===== src/rtl/gated_clk_pkg.sv =====
// Shared state encodings and sizing helper for the clock-gating controller.
package gated_clk_pkg;
  typedef enum logic [1:0] {
    ST_ON   = 2'b00,
    ST_HOLD = 2'b01,
    ST_OFF  = 2'b10
  } state_e;

  function automatic int clog2(input int v);
    int r;
    r = 0;
    for (int i = 0; i < 31; i++)
      if ((1 << i) < v) r = i + 1;
    return r;
  endfunction
endpackage


===== src/rtl/gated_clk_chan.sv =====
// One gating channel: ON/HOLD/OFF FSM with idle hold-off, plus a saturating
// counter of cycles spent in OFF.
module gated_clk_chan
  import gated_clk_pkg::*;
#(
  parameter int HOLD_CYC = 3,
  parameter int CNT_W    = 16
) (
  input  logic             clk_i,
  input  logic             rst_b_i,
  input  logic             req_i,
  input  logic             scan_en_i,
  input  logic             stat_clr_i,
  output logic             clk_en_o,
  output logic             off_o,
  output logic [CNT_W-1:0] cnt_o
);
  localparam int HW = (clog2(HOLD_CYC + 1) < 1) ? 1 : clog2(HOLD_CYC + 1);
  localparam logic [HW-1:0] HLOAD = (HOLD_CYC > 0) ? HW'(HOLD_CYC - 1) : '0;

  state_e           state_q;
  logic [HW-1:0]    hcnt_q;
  logic [CNT_W-1:0] cnt_q;

  always_ff @(posedge clk_i) begin
    if (!rst_b_i) begin
      state_q <= ST_ON;
      hcnt_q  <= '0;
    end else begin
      case (state_q)
        ST_ON: begin
          if (!req_i) begin
            if (HOLD_CYC == 0) begin
              state_q <= ST_OFF;
            end else begin
              state_q <= ST_HOLD;
              hcnt_q  <= HLOAD;
            end
          end
        end
        // A returning request beats expiry of the hold-off.
        ST_HOLD: begin
          if (req_i)              state_q <= ST_ON;
          else if (hcnt_q == '0)  state_q <= ST_OFF;
          else                    hcnt_q  <= hcnt_q - HW'(1);
        end
        ST_OFF: begin
          if (req_i) state_q <= ST_ON;
        end
        default: state_q <= ST_ON;
      endcase
    end
  end

  always_ff @(posedge clk_i) begin
    if (!rst_b_i || stat_clr_i)                 cnt_q <= '0;
    else if (state_q == ST_OFF && cnt_q != '1)  cnt_q <= cnt_q + 1'b1;
  end

  assign off_o    = (state_q == ST_OFF);
  assign clk_en_o = !off_o || scan_en_i;
  assign cnt_o    = cnt_q;
endmodule


===== src/rtl/gated_clk_ctrl_multi.sv =====
// Multi-channel clock-gating controller: builds per-channel requests, runs one
// gated_clk_chan per channel, and exposes enables, counters and all-gated status.
module gated_clk_ctrl_multi #(
  parameter int CH_NUM   = 4,
  parameter int HOLD_CYC = 3,
  parameter int CNT_W    = 16
) (
  input  logic                    forever_cpuclk,
  input  logic                    cpurst_b,
  input  logic                    global_en,
  input  logic [CH_NUM-1:0]       module_en,
  input  logic [CH_NUM-1:0]       local_en,
  input  logic [CH_NUM-1:0]       external_en,
  input  logic                    pad_yy_icg_scan_en,
  input  logic                    stat_clr,
  output logic [CH_NUM-1:0]       clk_en,
  output logic [CH_NUM-1:0]       clk_out,
  output logic [CH_NUM*CNT_W-1:0] gated_cnt,
  output logic                    all_gated
);
  logic [CH_NUM-1:0] req;
  logic [CH_NUM-1:0] off;

  assign req = ({CH_NUM{global_en}} & (module_en | local_en))
             | external_en | {CH_NUM{pad_yy_icg_scan_en}};

  for (genvar i = 0; i < CH_NUM; i++) begin : g_ch
    gated_clk_chan #(
      .HOLD_CYC (HOLD_CYC),
      .CNT_W    (CNT_W)
    ) u_chan (
      .clk_i      (forever_cpuclk),
      .rst_b_i    (cpurst_b),
      .req_i      (req[i]),
      .scan_en_i  (pad_yy_icg_scan_en),
      .stat_clr_i (stat_clr),
      .clk_en_o   (clk_en[i]),
      .off_o      (off[i]),
      .cnt_o      (gated_cnt[i*CNT_W +: CNT_W])
    );
  end

  // Downstream flops consume clk_en; the clock itself is never gated here.
  assign clk_out   = {CH_NUM{forever_cpuclk}};
  assign all_gated = (&off) & ~pad_yy_icg_scan_en;
endmodule

===== config.mk =====
export PLATFORM = sky130hd
export DESIGN_NAME = gated_clk_ctrl_multi
export DESIGN_NICKNAME = d
export VERILOG_FILES = /design/src/rtl/gated_clk_pkg.sv /design/src/rtl/gated_clk_chan.sv /design/src/rtl/gated_clk_ctrl_multi.sv
export SDC_FILE = /design/constraint.sdc
export NUM_CORES = 1
export LEC_CHECK = 0
export CELL_PAD_IN_SITES_DETAIL_PLACEMENT = 1
export CELL_PAD_IN_SITES_GLOBAL_PLACEMENT = 1
export CORE_UTILIZATION = 30
export CTS_CLUSTER_DIAMETER = 200
export CTS_CLUSTER_SIZE = 28
export DETAILED_ROUTE_END_ITERATION = 10
export GPL_TIMING_DRIVEN = 0
export PLACE_DENSITY = 0.68
export SLEW_MARGIN = 30
export SYNTH_ARGS = -nofsm -noshare
export SYNTH_HDL_FRONTEND = slang
export SYNTH_HIERARCHICAL = 1
export SYNTH_SLANG_ARGS = --single-unit

===== constraint.sdc =====
create_clock -name forever_cpuclk -period 1.95 [get_ports forever_cpuclk]
set_clock_uncertainty 0.1 [all_clocks]
set_input_delay 0.2925 -clock forever_cpuclk [delete_from_list [all_inputs] [get_ports forever_cpuclk]]
set_output_delay 0.2925 -clock forever_cpuclk [all_outputs]
set_load 0.02 [all_outputs]

==> reports/results.md, run 1 <==
| Quantity | Reported | Unit |
| --- | --- | --- |
| Outcome | completed | - |
| Worst hold-check slack | 0.386 | ns |
| Core outline area | 13,500 | sq um |
| Synthesis warning total | 6 | - |
| Number of hold violations in the final report | 0 | - |
| Average via count per standard cell | 5.47 | - |
| Worst-case vdd ir drop | 903 | uV |
| Crit-path max FO | 5 | - |
| Instance count of the mapped netlist | 480 | - |
| Slowest-stage cell, CP | sky130_fd_sc_hd__clkdlybuf4s50_1 | - |
| Post-CTS clock slew at the launch and capture registers of the worst setup and hold paths | 0.07 | ns |
| Sum of routed wire length over all layers | 12.4 | mm |
| Net count after synthesis | 505 | - |
| Number of non-filler instances in the completed layout | 775 | - |
| Unrepaired setup endpoints after global routing | yes | - |
| Count of buffers from port buffering | 89 | - |
| Critical Path Start Type | flop | - |
| Half-perimeter wire length after detailed placement | 8.78 | mm |
| Area of all placed cells without fillers | 5930 | sq um |
| Total track usage | 17.6 | % |
| Power Density | 721 | nW/um^2 |
| Ordered cell list for the critical path | clkdlybuf4s50_1 | - |
| Number of design rule violations left after detail routing | 0 | - |
| Worst-skew pair later-pin latency | 0.46 | ns |
| Std cell rows | 42 | - |
| Combined buffer and inverter count along the critical path | 1 | - |
| Ratio of cells with drive above 1 in the final layout | 15.0 | % |
| Overall die width | 121 | microns |
| Slew Limit Fails | 0 | - |
| Post-route clock period utilization | 97.5 | % |
| Final Util | 43.9 | % |
| Data arrival, critical path | 1.51 | ns |
| Nets | 619 | - |
| Placement Cell Area | 5340 | sq um |
| Antenna violations before repair | 0 | - |
| Endpoint kind of the worst setup timing path | primary output | - |
| Netlist area before placement | 4220 | sq um |
| Starting density of the core | 31.3 | % |
| CP required | 1.56 | ns |
| Global-route wire length before repair | 20.4 | mm |
| Total Power | 4.28 | mW |
| Area growth, synth to finish | 40.5 | % |
| Count of TritonRoute iterations in the first routing pass | 4 | - |
| Number of antenna-violating nets in the routed design | 0 | - |
| Setup-violating endpoint count in the final report | 0 | - |
| Worst Max-Slew Pin Slew | 0.769 | ns |
| Mean Syn Cell Area | 8.80 | sq um |
| Number of enable flip-flop cells after synthesis | 0 | - |
| Post-route setup slack | 0.0487 | ns |
| Max stage delay on crit path | 0.65 | ns |
| Sequential share of the synthesized area | 37.9 | % |
| Via count | 4,242 | - |
| Number of buffers inserted by hold repair at cts | 0 | - |
| Detailed-route wire length per cell | 16.0 | microns |
| Async SR Flop Fraction | 0 | % |
| Diode count | 0 | - |
| Number of max-capacitance violations reported | 0 | - |
| Via count of the first global-routing pass | 4,291 | - |
| Top_reg_cell synth | sky130_fd_sc_hd__dfxtp_1 | - |
| # placed instances | 745 | - |
| Distinct cell type count after synthesis | 45 | - |
| Count of pins on the block boundary | 90 | - |
| Global route overflow | 0 | - |
| CTS tree | done | - |
| Worst-case headroom to the max-slew limit | 48.7 | % |
| Seq cells post-synth | 80 | - |
| Crit path max-delay family | buffers and inverters | - |
| Leakage power of the design | 2.78 | nW |
| Die footprint | 14,600 | sq um |
| Critical path class | reg -> out | - |
| Path class of the lowest-slack min-delay path | reg -> reg | - |
| Final Wtd Congestion | 0.756 | - |
| Number of DRC markers in iteration 0 | 229 | - |
| Highest Clock Rate | 0.526 | GHz |
| Worst slack after detailed placement | -0.489 | ns |
| Min cycle time layout | 1.90 | ns |
| Overall die height | 121 | microns |
| Setup total negative slack | 0 | ns |
| Pin count of the biggest net entering global routing | 25 | - |
worst register-to-register path, stage by stage, from the launching register on:
cell and delay (ns):
sky130_fd_sc_hd__dfxtp_1 0.47, sky130_fd_sc_hd__nand4_1 0.30, sky130_fd_sc_hd__nor4_4 0.54, sky130_fd_sc_hd__o21ai_0 0.17, sky130_fd_sc_hd__a21oi_1 0.15
sequential cells by signal (all words and copies together), names as in the netlist:
register and count:
g_ch.u_chan/state_q 8, g_ch.u_chan/cnt_o 64, g_ch.u_chan/hcnt_q 8
path summary, 6_finish.rpt:
kind,cells past startpoint,to,slack (ns),from
worst max-delay path,1,gated_cnt[58],0.05,g_ch[3].u_chan/cnt_o[10]$_SDFFE_PP0P_
worst min-delay path,2,g_ch[0].u_chan/hcnt_q[0]$_SDFFE_PN0P_,0.39,g_ch[0].u_chan/hcnt_q[0]$_SDFFE_PN0P_
worst max register to register,4,g_ch[0].u_chan/cnt_o[2]$_SDFFE_PP0P_,0.14,g_ch[0].u_chan/cnt_o[8]$_SDFFE_PP0P_
worst min register to register,2,g_ch[0].u_chan/hcnt_q[0]$_SDFFE_PN0P_,0.39,g_ch[0].u_chan/hcnt_q[0]$_SDFFE_PN0P_
Yosys cell counts, types with 8 or more instances:
master                     count  share of area [%]
sky130_fd_sc_hd__or4_1        15                2.7
sky130_fd_sc_hd__nand2_1      33                2.9
sky130_fd_sc_hd__nand4_1      21                3.1
sky130_fd_sc_hd__o31ai_1      15                2.7
sky130_fd_sc_hd__a21oi_1      46                5.5
sky130_fd_sc_hd__and2_1        9                1.3
sky130_fd_sc_hd__inv_1        18                1.6
sky130_fd_sc_hd__nand3_1      16                1.9
sky130_fd_sc_hd__dfxtp_1      80                 38
sky130_fd_sc_hd__a211oi_1      8                1.4
sky130_fd_sc_hd__or3_1        16                2.4
sky130_fd_sc_hd__nor3_1       12                1.4
sky130_fd_sc_hd__nor2_1       17                1.5
sky130_fd_sc_hd__nand2b_1     13                1.9
sky130_fd_sc_hd__ha_1          8                2.4
sky130_fd_sc_hd__o21ai_0      33                3.9
sky130_fd_sc_hd__a31oi_1      16                2.4
sky130_fd_sc_hd__and4_1       12                2.5
sky130_fd_sc_hd__nor3_2        8                1.9
what timing repair did:
action	CTS	global route
setup buffers	5	5
endpoints found under the setup margin	22	67
resized for setup	51	48
layer usage:
layer / wire [microns] / GRT usage [%] / up-vias / share of wire, %
met3: 522 / 5.14 / 21 / 4.2
met2: 5940 / 28.9 / 83 / 48
met5: 0 / 0 / - / 0
met1: 5760 / 21.2 / 2051 / 46
met4: 206 / 7.79 / 0 / 1.7
li1: - / - / 2087 / -
report_power, final:
part	switching, mW	internal (mW)
clock network	0.940	1.56
logic	0.0676	0.0598
registers	0.00626	1.64
cell families (layout without fill, tap and decap cells):
| group | count (synthesis) | in the layout | share of synthesized area [%] |
|---|---|---|---|
| flip-flops | 80 | 80 | 37.9 |
| AO/OA/AOI/OAI | 138 | 138 | 20.1 |
| AND/OR/NAND/NOR | 224 | 224 | 36.4 |
| adder cells (fa/ha/maj) | 8 | 8 | 2.37 |
| multiplexers | 1 | 1 | 0.237 |
| buffers and inverters | 29 | 148 | 3.02 |
cell type report:
cell class | count | area, sq um
multi-input combinational | 371 | 2540
inverter | 18 | 82.6
fill | 1538 | 7570
sequential | 80 | 1610
clock buffer | 19 | 373
buffer | 11 | 60.1
clock inverter | 5 | 55.1
timing repair buffer | 95 | 988
tap | 176 | 220
placed cells by master (no fill, tap or decap), types with 6 or more instances in the layout:
cell type	synthesis	routed
sky130_fd_sc_hd__a211oi_1	8	8
sky130_fd_sc_hd__a21oi_1	46	46
sky130_fd_sc_hd__a31oi_1	16	16
sky130_fd_sc_hd__and2_1	9	9
sky130_fd_sc_hd__and4_1	12	12
sky130_fd_sc_hd__buf_2	3	8
sky130_fd_sc_hd__buf_4	4	15
sky130_fd_sc_hd__clkbuf_16	0	13
sky130_fd_sc_hd__clkdlybuf4s50_1	0	33
sky130_fd_sc_hd__clkinvlp_4	0	6
sky130_fd_sc_hd__dfxtp_1	80	74
sky130_fd_sc_hd__dfxtp_2	0	6
sky130_fd_sc_hd__dlygate4sd2_1	0	12
sky130_fd_sc_hd__dlymetal6s2s_1	0	35
sky130_fd_sc_hd__ha_1	8	8
sky130_fd_sc_hd__inv_1	18	14
sky130_fd_sc_hd__nand2_1	33	33
sky130_fd_sc_hd__nand2b_1	13	13
sky130_fd_sc_hd__nand3_1	16	16
sky130_fd_sc_hd__nand4_1	21	21
sky130_fd_sc_hd__nor2_1	17	17
sky130_fd_sc_hd__nor3_1	12	12
sky130_fd_sc_hd__nor3_4	0	8
sky130_fd_sc_hd__o21ai_0	33	33
sky130_fd_sc_hd__o31ai_1	15	15
sky130_fd_sc_hd__or3_1	16	16
sky130_fd_sc_hd__or4_1	15	15
Note: power is estimated with default switching activity, not from simulation.
==> run 2, diff against run 1 <==
CAP_MARGIN = 20   (was unset)
==> results of run 2 <==
No change in the layout: final DEF, timing and power equal those of run 1.
